===== config.mk =====
export PLATFORM = sky130hd
export DESIGN_NAME = display_scan_sched
export DESIGN_NICKNAME = d
export VERILOG_FILES = /design/src/rtl/display_scan_sched.sv
export SDC_FILE = /design/constraint.sdc
export NUM_CORES = 1
export LEC_CHECK = 0
export CORE_MARGIN = 5
export CORE_UTILIZATION = 63
export CTS_CLUSTER_DIAMETER = 40
export CTS_CLUSTER_SIZE = 24
export DETAILED_ROUTE_END_ITERATION = 16
export PLACE_DENSITY = 0.91
export SLEW_MARGIN = 20
export SYNTH_ARGS = -nofsm -noshare
export SYNTH_HDL_FRONTEND = slang
export SYNTH_SLANG_ARGS = --single-unit

===== constraint.sdc =====
create_clock -name clk -period 2.7 [get_ports clk]
set_input_delay 0.54 -clock clk [delete_from_list [all_inputs] [get_ports clk]]
set_output_delay 0.54 -clock clk [all_outputs]
set_load 0.05 [all_outputs]

===== src/rtl/display_scan_sched.sv =====
// Scan scheduler for a 3-digit 7-segment display: samples a binary count per frame,
// converts it to BCD with shift-add-3, and rotates digit selects with blanking dead-time.
//
// Slot phase (decoded from slot_cnt):
//   state   | meaning
//   BLANK   | slot_cnt < BLANK_CYCLES, all digit selects and segments off
//   ON      | digit `dig` selected and driven with its pattern
// Converter FSM:
//   state   | meaning
//   C_IDLE  | wait for frame start, then latch count and clear BCD accumulator
//   C_SHIFT | 16 add-3/shift iterations over {bcd,bin}
//   C_DONE  | publish low three BCD nibbles to the shadow register
module display_scan_sched #(
  parameter int SCAN_DIV     = 50000,
  parameter int BLANK_CYCLES = 16,
  parameter bit LZ_BLANK     = 1'b1
) (
  input  logic        clk,
  input  logic        rst_n,
  input  logic [15:0] count,
  output logic [2:0]  seg,
  output logic [6:0]  codeout,
  output logic        frame_tick
);

  localparam int CW = $clog2(SCAN_DIV);
  localparam logic [CW-1:0] SLOT_LAST = CW'(SCAN_DIV - 1);
  localparam logic [CW-1:0] BLANK_END = CW'(BLANK_CYCLES);

  typedef enum logic [1:0] {C_IDLE, C_SHIFT, C_DONE} conv_state_t;

  logic [CW-1:0] slot_cnt;
  logic [1:0]    dig;
  logic          frame_start;
  logic [11:0]   disp;
  logic [11:0]   shadow;
  logic [3:0]    nib;
  logic          nib_blank;
  logic [6:0]    pat;

  conv_state_t   cst;
  logic [19:0]   bcd;
  logic [19:0]   bcd_adj;
  logic [15:0]   bin;
  logic [3:0]    iter;

  function automatic logic [6:0] seg7(input logic [3:0] d);
    case (d)
      4'd0:    seg7 = 7'h3F;
      4'd1:    seg7 = 7'h06;
      4'd2:    seg7 = 7'h5B;
      4'd3:    seg7 = 7'h4F;
      4'd4:    seg7 = 7'h66;
      4'd5:    seg7 = 7'h6D;
      4'd6:    seg7 = 7'h7D;
      4'd7:    seg7 = 7'h07;
      4'd8:    seg7 = 7'h7F;
      4'd9:    seg7 = 7'h6F;
      default: seg7 = 7'h00;
    endcase
  endfunction

  assign frame_start = (slot_cnt == '0) && (dig == 2'd0);

  always_comb begin
    nib       = disp[3:0];
    nib_blank = 1'b0;
    if (dig == 2'd1) begin
      nib       = disp[7:4];
      nib_blank = LZ_BLANK && (disp[11:8] == 4'd0) && (disp[7:4] == 4'd0);
    end else if (dig == 2'd2) begin
      nib       = disp[11:8];
      nib_blank = LZ_BLANK && (disp[11:8] == 4'd0);
    end
    pat = nib_blank ? 7'h00 : seg7(nib);
  end

  // Scan timing, output registers and the frame-synchronous display copy.
  always_ff @(posedge clk or negedge rst_n) begin
    if (!rst_n) begin
      slot_cnt   <= '0;
      dig        <= 2'd0;
      disp       <= '0;
      seg        <= 3'b000;
      codeout    <= 7'h00;
      frame_tick <= 1'b0;
    end else begin
      frame_tick <= frame_start;
      if (frame_start) disp <= shadow;
      if (slot_cnt < BLANK_END) begin
        seg     <= 3'b000;
        codeout <= 7'h00;
      end else begin
        seg     <= 3'b001 << dig;
        codeout <= pat;
      end
      if (slot_cnt == SLOT_LAST) begin
        slot_cnt <= '0;
        dig      <= (dig == 2'd2) ? 2'd0 : dig + 2'd1;
      end else begin
        slot_cnt <= slot_cnt + CW'(1);
      end
    end
  end

  always_comb begin
    bcd_adj = bcd;
    for (int i = 0; i < 5; i++) begin
      if (bcd[4*i +: 4] >= 4'd5) bcd_adj[4*i +: 4] = bcd[4*i +: 4] + 4'd3;
    end
  end

  // Upper two BCD nibbles are only scratch; the display keeps count mod 1000.
  always_ff @(posedge clk or negedge rst_n) begin
    if (!rst_n) begin
      cst    <= C_IDLE;
      bcd    <= '0;
      bin    <= '0;
      iter   <= '0;
      shadow <= '0;
    end else begin
      case (cst)
        C_IDLE: begin
          if (frame_start) begin
            bin  <= count;
            bcd  <= '0;
            iter <= '0;
            cst  <= C_SHIFT;
          end
        end
        C_SHIFT: begin
          {bcd, bin} <= {bcd_adj, bin} << 1;
          iter       <= iter + 4'd1;
          if (iter == 4'd15) cst <= C_DONE;
        end
        C_DONE: begin
          shadow <= bcd[11:0];
          cst    <= C_IDLE;
        end
        default: cst <= C_IDLE;
      endcase
    end
  end

endmodule


# After elaboration in Yosys (flattened, before gate mapping)
# Memories as Yosys holds them, arrays and structs flattened.
# Index checks and enable logic that the tools add are counted.
[op_classes]
add_sub_neg = 8
magnitude_cmp = 6
n_eq_ne = 8
shifts = 1
muxes = 23
n_reduce_logical = 10
[op_table]
columns = ["cell", "count"]
rows = [
  ["$pmux 20 s2", 1],
  ["$mux 16", 2],
  ["$pmux 16 s2", 1],
  ["$mux 4", 7],
  ["$ge 4x3->1 const B", 5],
  ["$mux 20", 1],
  ["$add 16x1->16 const B", 1],
  ["$add 4x2->4 const B", 4],
  ["$eq 16x16->1 const B", 1],
  ["$logic_not 16->1", 1],
  ["$lt 16x5->1 const B", 1],
  ["$mux 7", 2],
  ["$logic_not 4->1", 2],
  ["$pmux 4 s2", 1],
  ["$mux 2", 3],
  ["$mux 3", 2],
  ["$add 4x1->4 const B", 1],
  ["$eq 2x1->1 const B", 2],
  ["$eq 2x2->1 const B", 2],
  ["$eq 4x4->1 const B", 1],
  ["$logic_not 2->1", 2],
  ["$ne 2x2->1 const B", 2],
  ["$pmux 2 s2", 1],
  ["$reduce_and 2->1", 2],
  ["6 further kinds", 8],
]
[totals]
register_bits = 95
romBits = 112
wordCells = 68
memories = 1
[mem_list]
columns = ["name", "depth", "word_bits", "read_ports", "rd_clocked_by_memory_dff", "wr", "line", "text"]
rows = [
  ["(name not given)", 16, 7, 1, 0, 0, "48", "case (d)"],
]

# Longest topological paths before layout
# Gate-level depths: netlist of the first run.
# An unclocked memory read counts as a cell.
[depth]
word_depth = 6
depth_mapped = 9

# Worst setup path before layout of the first run
# OpenSTA, ideal clock, no wires.
[synth_timing]
path_kind = "reg2reg"
from = "register slot_cnt[7]"
to = "register disp[10]"
t_arrival_ns = 1.700
path_slack_ns = 0.876
stages_incl_launch_ff = 8
synth_period_minus_slack_ns = 1.824
cell_sequence = "dfrtp_1 > buf_6 > nor4_4 > and4b_1 > buf_4 > and2_4 > buf_4 > mux2_2"
[synth_between]
elab_chain_cells = 2
[synth_lines]
columns = ["element", "line", "text"]
rows = [
  ["start: declaration", "32", "logic [CW-1:0] slot_cnt;"],
  ["start signal: assignment", "101", "slot_cnt <= slot_cnt + CW'(1);"],
  ["$logic_not 16->1", "63", "assign frame_start = (slot_cnt == '0) && (dig == 2'd0);"],
  ["$logic_and 1x1->1", "63", ""],
  ["end signal: assignment", "89", "if (frame_start) disp <= shadow;"],
  ["end: declaration", "35", "logic [11:0] disp;"],
]
# Every way passes these cells.
# A chain may end at the register's enable or synchronous reset.

# Worst setup path after layout of the first run
[layout_timing]
from = "register slot_cnt[7]"
to = "register iter[0]"
[layout_between]
elab_chain_cells = 4
[layout_lines]
columns = ["element", "line", "text"]
rows = [
  ["$logic_not 16->1", "63", ""],
  ["$logic_and 1x1->1", "63", ""],
  ["$ne 2x2->1 (no line)", "--", ""],
  ["$reduce_and 2->1 (no line)", "--", ""],
  ["end signal: assignment", "133", "iter <= iter + 4'd1;"],
  ["end: declaration", "45", "logic [3:0] iter;"],
]
# Every way passes these cells.

==> results of run 1 <==
## layout by cell type, fill, tap and decap left out, drive strengths merged, types with 12 or more instances in the layout
cell / instances
ha: 14
o22ai: 30
clkdlybuf4s50: 27
nand2: 31
a22o: 12
mux2: 19
inv: 16
dfrtp: 87
nor2: 18
o21ai: 21
a21oi: 26
## layer usage
layer	routed length, um	vias to the layer above
met2	4730	120
met3	397	39
met4	332	0
met5	0	-
met1	3790	1537
li1	-	1412
## power groups by stage
stage / sequential [uW] / combinational (uW) / clock (uW)
after floorplan: 1560 / 344 / 0
after global placement: 1600 / 431 / 0
after detailed placement: 1610 / 466 / 0
after CTS: 1590 / 480 / 1100
after global routing: 1610 / 550 / 1160
final: 1590 / 474 / 1090
## worst max-delay path by stage
stage | slack [ps] | cells after the start | endpoint
final | 430 | 5 | iter[0]
after global routing | 290 | 5 | iter[0]
after CTS | 440 | 5 | iter[0]
after detailed placement | 470 | 5 | iter[0]
after global placement | 520 | 5 | iter[0]
after floorplan | 880 | 7 | disp[10]
## kinds of logic after synthesis
| group | Yosys count | synth area share |
|---|---|---|
| AOI/OAI and AO/OA | 103 | 0.176 |
| and+or+nand+nor | 92 | 0.111 |
| DFF | 87 | 0.514 |
| buffers and inverters | 34 | 0.0455 |
| muxes | 29 | 0.0742 |
| xor gates and xnor gates | 18 | 0.0372 |
| adders and majority gates | 14 | 0.0414 |
## critical path: stages, from the launching register on
cell	delay [ps]
dfrtp_1	480
nor4_4	290
and4b_1	380
and2_4	480
o21ai_4	210
mux2_2	310
## state kept, by name, indices dropped and copies added (netlist names)
name        count
bcd            12
bin            16
codeout         7
cst             2
dig             2
disp           12
frame_tick      1
iter            4
seg             3
shadow         12
slot_cnt       16
## stage by stage
stage                     hold slack [ps]  cells
after floorplan                       244    377
after global placement                466    470
after detailed placement              478    470
after CTS                             354    486
after global routing                  397    486
final                                 326    486
## layout make-up
| cell class | instances | area (sq um) | share of cell area |
|---|---|---|---|
| clock inverter | 6 | 108 | 0.0226 |
| timing repair buffer | 34 | 323 | 0.0677 |
| sequential | 87 | 2180 | 0.457 |
| clock buffer | 10 | 138 | 0.0289 |
| tap | 77 | 96.3 | 0.0202 |
| multi-input combinational | 256 | 1860 | 0.391 |
| inverter | 16 | 60.1 | 0.0126 |
==> qor.yml, run 1 <==
rsz0062_at_grt: "false"
synth_seq_cells: 87
ff2ff_path_depth: 5
drv_slew: 0
r2r-start: "slot_cnt[7]"
critPathKind: "reg2reg"
grt_pass1_vias: 3176
drt-initial-drc-count: 189
antenna_found_initial: 0
worstMarginPinSlew_ps: 908
leakage_uw: 0.00217
finalPower_uw: 3160
fin_crit_sh: 0.839
nNetsFinal: 436
crit_path_end_kind: "flip-flop"
grt_overflow: 0
cts_tree: "built"
use_met1: 0.271
synthArstFlopShare: 1.00
htreeDepth: 3
grt-busiest-layer: "met2"
regToRegEndpoint: "iter[0]"
drv_cap: 0
clk-insertion-delay-late_ps: 350
synth_warnings: 0
holdCritPathClass: "in2async"
slew-limit-headroom: 0.395
layout_min_cycle_time_ps: 2270
die_h_um: 92.0
clkPwrFrac: 0.345
via_count: 3108
rows: 29
hpwlAfterDp_mm: 5.86
clock_sinks: 87
p_sw_frac: 0.265
power_density_nw_per_um2: 662
cp-start-kind: "flip-flop"
final_antenna_net_count: 0
wire_per_inst_um: 19.0
yosysSeqAreaShare: 0.514
yosysMostFrequentCell: "dfrtp_1"
pwr-share-seq: 0.505
drive_above_1_share: 0.169
drt_pass1_iterations: 5
insertedDiodeCount: 0
setup_ws_ps: 434
power.switching_uw: 838
synth_top_area_frac: 0.514
synth_ff_type: "dfrtp_1"
num_io_pins: 29
power.internal_uw: 2320
coreArea_sq_um: 6460
place_area_sq_um: 4520
syn-num-nets: 409
final.setup.tns_ps: 0
critPathRequiredTime_ps: 2930
syn2layout_area_growth_pct: 12.6
met3_usage: 0.0524
totalWireLength_mm: 9.24
initial_core_util: 0.656
fp.dieW_um: 92.0
post_cts_buffers: 0
synth_area_leaders: "dfrtp_1 (51%), mux2_2 (5.1%), ha_1 (4.1%)"
synth_commonest_cells: "dfrtp_1 (87), nand2_1 (31), o22ai_1 (21)"
cp-startpoint: "slot_cnt[7]"
die_area_sq_um: 8460
worstPathMaxFanout: 30
clk_path_buf_depth: 2
fin_skew_ps: 13.1
setup_viol: 0
ys_types: 47
grt_use_total: 0.228
postSynthCellCount: 377
fmax_mhz: 441
gp_congestion: 0.818
use_met2: 0.394
grt_max_degree: 76
dpl_worst_slack_ps: 465
cts.clk_slew.worst_paths_ps: 90
viasPerCell: 6.40
synth_top_cell_by_area: "dfrtp_1"
cts_resized: 0
hold_violations: 0
nFillCells: 377
pwr-share-comb: 0.150
cts_buffers: 9
r2r_setup_slack_ps: 430
status: "finished clean"
hold_buffers: 0
grt_first_pass_wirelength_mm: 15.2
utilization: 0.738
critPathArrivalTime_ps: 2500
final_cell_area_sq_um: 4770
netlist_area_sq_um: 4230
synth_edf_count: 0
portBuffers: 28
syn_area_per_cell_sq_um: 11.2
drc: 0
cts-root-buf: "clkbuf_8"
ir_worst_vdd_uv: 332
No activity file was read; power rests on OpenSTA's default activity.
==> run 2: changes to the inputs <==
--- a/config.mk
+++ b/config.mk
@@ -6,11 +6,11 @@
 export NUM_CORES = 1
 export LEC_CHECK = 0
 export CORE_MARGIN = 5
-export CORE_UTILIZATION = 63
+export CORE_UTILIZATION = 59
 export CTS_CLUSTER_DIAMETER = 40
 export CTS_CLUSTER_SIZE = 24
 export DETAILED_ROUTE_END_ITERATION = 16
-export PLACE_DENSITY = 0.91
+export PLACE_DENSITY = 0.87
 export SLEW_MARGIN = 20
 export SYNTH_ARGS = -nofsm -noshare
 export SYNTH_HDL_FRONTEND = slang
==> constraint.sdc (replaced) <==
create_clock -name clk -period 2.1 [get_ports clk]
set_input_delay 0.42 -clock clk [delete_from_list [all_inputs] [get_ports clk]]
set_output_delay 0.42 -clock clk [all_outputs]
set_load 0.05 [all_outputs]
==> run 2 against run 1 <==
Clock-buffer cell count did not move. Critical endpoint is now bin[5]. First-iteration DRC count fell by 20%. Fmax rose by 17%. Largest cell class unchanged.
==> qor.yml, run 2 (synthesis results as in run 1) <==
p_sw_frac: 0.264  # -0.00146
fmax_mhz: 516  # +17%
holdCritPathClass: "reg2reg"
path_cells: "nor3_1, and4b_1, and2_4, buf_4, o22ai_1, a21oi_1"
rows: 30  # +3.4%
clock_sinks: 87  # unchanged
fp.dieW_um: 94.7  # +3.0%
largestRegisters: "bin: 16 flops, slot_cnt: 16 flops"
cts-root-buf: "clkbuf_8"
insertedDiodeCount: 0  # unchanged
totalWireLength_mm: 8.84  # -4.3%
pwr-share-comb: 0.147  # -0.003
crit_slowest_cell: "dfrtp_1"
die_area_sq_um: 8970  # +6.0%
setup_viol: 0  # unchanged
drt-initial-drc-count: 152  # -20%
grt_max_degree: 60  # -21%
gp_congestion: 0.758  # -7.3%
drc: 0  # unchanged
fin_hold_ws_ps: 488  # +163 ps
dp_cells: 493  # +4.9%
die_h_um: 94.7  # +3.0%
critPathRequiredTime_ps: 2380  # -550 ps
cts_buffers: 9  # unchanged
crit_path_end_kind: "flip-flop"
final.setup.tns_ps: 0  # unchanged
status: "finished clean"
critical_path_buf_inv_count: 1  # +1
grt_first_pass_wirelength_mm: 14.7  # -3.8%
initial_core_util: 0.613  # -0.0425
cts.clk_slew.worst_paths_ps: 90  # about the same
setup_ws_ps: 161  # -273 ps
drt_pass1_iterations: 4  # -1
final_antenna_net_count: 0  # unchanged
worstPathMaxFanout: 17  # -43%
critPathMaxStageDelay_ps: 430  # -50 ps
fin_skew_ps: 7.55  # -5.59 ps
clk-insertion-delay-late_ps: 360  # about the same
met3_usage: 0.0343  # -0.0181
htreeDepth: 3  # unchanged
clkPwrFrac: 0.361  # +0.016
nNetsFinal: 441  # +1.1%
layout_min_cycle_time_ps: 1940  # -327 ps
fin_cells: 510  # +4.9%
coreArea_sq_um: 6910  # +6.9%
grt_pass1_vias: 2980  # -6.2%
viasPerCell: 5.92  # -7.4%
rsz0062_at_grt: "false"
power.internal_uw: 3070  # +33%
place_area_sq_um: 4590  # +1.5%
num_io_pins: 29  # unchanged
final_cell_area_sq_um: 4860  # +1.9%
dpl_worst_slack_ps: 105  # -360 ps
pwr-share-seq: 0.492  # -0.013
worstMarginPinSlew_ps: 661  # -247 ps
power.switching_uw: 1100  # +32%
final_common_cell: "dfrtp_1"
use_met2: 0.339  # -0.0547
critPathKind: "reg2reg"
grt-busiest-layer: "met2"
hold_violations: 0  # unchanged
cp_top_family: "simple AND/OR/NAND/NOR gates"
grt_overflow: 0  # unchanged
leakage_uw: 0.00220  # +1.5%
power_density_nw_per_um2: 860  # +30%
grt_use_total: 0.213  # -0.0150
critPathArrivalTime_ps: 2220  # -280 ps
slew-limit-headroom: 0.558  # +0.163
cts_tree: "built"
hpwlAfterDp_mm: 5.70  # -2.8%
clk_path_buf_depth: 2  # unchanged
wire_per_inst_um: 17.3  # -8.8%
drv_slew: 0  # unchanged
antenna_found_initial: 0  # unchanged
use_met1: 0.288  # +0.0169
ir_worst_vdd_uv: 470  # +41%
drive_above_1_share: 0.176  # +0.00762
syn2layout_area_growth_pct: 14.7
cp-start-kind: "flip-flop"
drv_cap: 0  # unchanged
portBuffers: 28  # unchanged
via_count: 3020  # -2.8%
fin_crit_sh: 0.923  # +0.0842
final_cell_mix: "dfrtp_1 (86), nand2_1 (31), clkdlybuf4s50_1 (27), o22ai_1 (21), o21ai_0 (20)"
## run 2: metrics by stage
stage / total power, uW / utilization
finish: 4180 / 0.703
CTS: 4190 / 0.703
global route: 4380 / 0.703
floorplan: 2450 / -
detailed placement: 2660 / 0.664
global placement: 2610 / 0.664
## run 2: worst paths after layout
path,from,to,slack (ps),depth (start not counted)
hold / removal,shadow[1],shadow[1],490,2
setup reg to reg,slot_cnt[13],bin[5],160,6
min in group asynchronous,rst_n,codeout[0],520,2
max in group asynchronous,rst_n,disp[5],950,3
setup / recovery,slot_cnt[13],bin[5],160,6
hold reg to reg,shadow[1],shadow[1],490,2
## run 2: worst min-delay path, stage by stage (launching register included)
cell	delay [ps]
dfrtp_1	350
nand2_1	50
o21ai_0	60
## run 2: power by group through the flow
stage	sequential (uW)	combinational, uW	clock, uW
CTS	2050	621	1520
detailed placement	2070	588	0
global placement	2060	556	0
finish	2050	614	1510
global route	2070	704	1600
floorplan	2010	443	0
## run 2: final cells by class
| cell class | count | area, sq um |
|---|---|---|
| Clock buffer | 10 | 128 |
| Clock inverter | 6 | 133 |
| Fill cell | 483 | 2050 |
| Inverter | 16 | 60.1 |
| Multi-Input combinational cell | 256 | 1860 |
| Sequential cell | 87 | 2180 |
| Tap cell | 96 | 120 |
| Timing Repair Buffer | 39 | 375 |
## run 2: per-layer routing
layer / part of all wire / vias up / routed length (um)
met5: 0 / - / 0
met4: 0.020 / 0 / 181
met3: 0.037 / 17 / 324
met2: 0.50 / 70 / 4400
met1: 0.44 / 1506 / 3930
li1: - / 1427 / -
## run 2: timing repair
action / in CTS / in global routing
resized for setup: 0 / 1
hold buffers: 1 / 0
endpoints found under the hold margin: 28 / 0
buffers inserted: 0 / 0
setup endpoints to repair: 0 / 7
==> run 3: changes to the inputs <==
--- a/config.mk
+++ b/config.mk
@@ -6,11 +6,12 @@
 export NUM_CORES = 1
 export LEC_CHECK = 0
 export CORE_MARGIN = 5
-export CORE_UTILIZATION = 59
+export CORE_UTILIZATION = 53
 export CTS_CLUSTER_DIAMETER = 40
 export CTS_CLUSTER_SIZE = 24
 export DETAILED_ROUTE_END_ITERATION = 16
-export PLACE_DENSITY = 0.87
+export PLACE_DENSITY = 0.83
+export REMOVE_ABC_BUFFERS = 1
 export SLEW_MARGIN = 20
 export SYNTH_ARGS = -nofsm -noshare
 export SYNTH_HDL_FRONTEND = slang
==> constraint.sdc (replaced) <==
create_clock -name clk -period 1.6 [get_ports clk]
set_input_delay 0.32 -clock clk [delete_from_list [all_inputs] [get_ports clk]]
set_output_delay 0.32 -clock clk [all_outputs]
set_load 0.05 [all_outputs]
==> run 3 against run 2 <==
The flow now finishes with violations (setup timing). Global-route usage fell by 2.1 points. Fmax rose by 6.7%. Die area rose by 10%. Worst setup slack got worse by 380 ps. Clock power rose by 21%. Final cell count rose by 11%. Critical path depth fell by 1. Sequential power rose by 31%. Sequential share of layout area fell by 5.4 points. Critical path type unchanged.
==> qor.yml, run 3 (synthesis results as in run 1) <==
power.internal_uw: 3890  # +27%
drive_above_1_share: 0.351  # +0.174
drv_cap: 0  # unchanged
num_io_pins: 29  # unchanged
slew-limit-headroom: 0.676  # +0.118
cts.clk_slew.worst_paths_ps: 90  # about the same
pwr-share-comb: 0.160  # +0.013
critPathMaxStageDelay_ps: 430  # about the same
grt_first_pass_wirelength_mm: 15.4  # +5.2%
fin_skew_ps: 9.17  # +1.63 ps
status: "finished with violations"
via_count: 3252  # +7.7%
worstMarginPinSlew_ps: 484  # -177 ps
drt_pass1_iterations: 4  # unchanged
grt_overflow: 0  # unchanged
fin_crit_sh: 1.14  # +0.212
path_cells: "nor4_4, and4b_1, and2_4, buf_12, mux2_2"
gp_congestion: 0.881  # +16%
dp_cells: 537  # +8.9%
finalPower_uw: 5370  # +29%
cts_tree: "built"
portBuffers: 28  # unchanged
totalWireLength_mm: 9.86  # +11%
nFillCells: 524  # +8.5%
clock_sinks: 87  # unchanged
cp-start-kind: "flip-flop"
setup_viol: 55  # +55
hpwlAfterDp_mm: 6.05  # +6.2%
initial_core_util: 0.545  # -0.0679
rows: 32  # +6.7%
crit_slowest_cell: "dfrtp_1"
fin_cells: 564  # +11%
grt_pass1_vias: 3274  # +9.9%
power.switching_uw: 1470  # +34%
critPathArrivalTime_ps: 2040  # -180 ps
coreArea_sq_um: 7770  # +12%
antenna_found_initial: 0  # unchanged
fp.dieW_um: 99.4  # +4.9%
wire_per_inst_um: 17.5  # +0.77%
drc: 0  # unchanged
rsz0062_at_grt: "true"
power_density_nw_per_um2: 972  # +13%
clk_path_buf_depth: 2  # unchanged
grt_max_degree: 35  # -42%
leakage_uw: 0.00255  # +16%
worstPathMaxFanout: 12  # -5
holdCritPathClass: "in2async"
cts_buffers: 9  # unchanged
cp_top_family: "simple AND/OR/NAND/NOR gates"
insertedDiodeCount: 0  # unchanged
hold_violations: 0  # unchanged
critPathRequiredTime_ps: 1830  # -550 ps
final_common_cell: "dfrtp_1"
largestRegisters: "bin: 16 flops, slot_cnt: 16 flops"
critPathKind: "reg2reg"
crit_path_end_kind: "flip-flop"
viasPerCell: 5.77  # -2.6%
fin_hold_ws_ps: 467  # -21.6 ps
utilization: 0.711  # +0.00758
cts-root-buf: "clkbuf_8"
pwr-share-seq: 0.501  # +0.009
clkPwrFrac: 0.339  # -0.022
seq_area_sq_um: 2180  # unchanged
die_h_um: 99.4  # +4.9%
final_antenna_net_count: 0  # unchanged
drv_slew: 0  # unchanged
layout_min_cycle_time_ps: 1820  # -122 ps
ff2ff_path_depth: 5  # -1
fmax_mhz: 550  # +6.7%
ir_worst_vdd_uv: 623  # +32%
grt_use_total: 0.192  # -0.0209
p_sw_frac: 0.275  # +0.0108
syn2layout_area_growth_pct: 30.4
final_cell_mix: "dfrtp_1 (86), buf_4 (57), nand2_1 (29), o22ai_1 (19)"
clk-insertion-delay-late_ps: 350  # about the same
htreeDepth: 3  # unchanged
setup_ws_ps: -217  # -378 ps
path_depth: 5  # -1
critical_path_buf_inv_count: 1  # unchanged
multi_input_area_sq_um: 2100  # +12%
drt-initial-drc-count: 170  # +12%
violations: "setup timing"
die_area_sq_um: 9880  # +10%
nNetsFinal: 489  # +11%
## run 3: final timing paths
| kind | startpoint | endpoint | slack (ps) |
|---|---|---|---|
| setup reg to reg | slot_cnt[5] | disp[9] | -220 |
| setup / recovery | slot_cnt[5] | disp[9] | -220 |
| hold reg to reg | shadow[5] | shadow[5] | 500 |
| hold / removal | rst_n | shadow[10] | 470 |
| max in group asynchronous | rst_n | dig[1] | 610 |
| min in group clk | shadow[5] | shadow[5] | 500 |
## run 3: worst reg2reg max path: stages (launching register included)
cell and delay (ps):
dfrtp_1 430, nor4_4 310, and4b_1 270, and2_4 200, buf_12 150, mux2_2 350
## run 3: cell type report
cell class | count | area share
timing repair buffer | 87 | 0.148
sequential | 87 | 0.394
inverter | 16 | 0.0118
multi-input combinational | 256 | 0.380
clock inverter | 6 | 0.0197
tap | 102 | 0.0231
clock buffer | 10 | 0.0231
## run 3: metrics by stage
stage	cell area [sq um]	setup WS [ps]	TNS, ps
finish	5520	-217	-7610
global route	5520	-330	-11990
CTS	5250	-205	-7570
detailed placement	4900	-212	-8070
global placement	4900	-209	-6160
floorplan	4100	-377	-16280
## run 3: what timing repair did
item                                   CTS  global route
pin swaps                                4            15
cloned                                   1             1
hold buffers                             1             0
endpoints found under the hold margin   32             0
gates resized for setup                 10            50
buffers inserted                         5             3
setup endpoints to repair               55            64
## run 3: power groups by stage
stage	logic (uW)	clock network [uW]	registers, uW
after floorplan	581	0	2640
after global placement	755	0	2700
after detailed placement	809	0	2710
after CTS	835	1820	2680
after global routing	952	1920	2720
final	856	1820	2690
## run 3: per-layer routing
| layer | global-route usage | vias to the layer above | part of all wire |
|---|---|---|---|
| met5 | 0 | - | 0 |
| met4 | 0.0861 | 0 | 0.029 |
| met3 | 0.0358 | 24 | 0.040 |
| met2 | 0.316 | 94 | 0.51 |
| met1 | 0.246 | 1612 | 0.42 |
| li1 | - | 1522 | - |
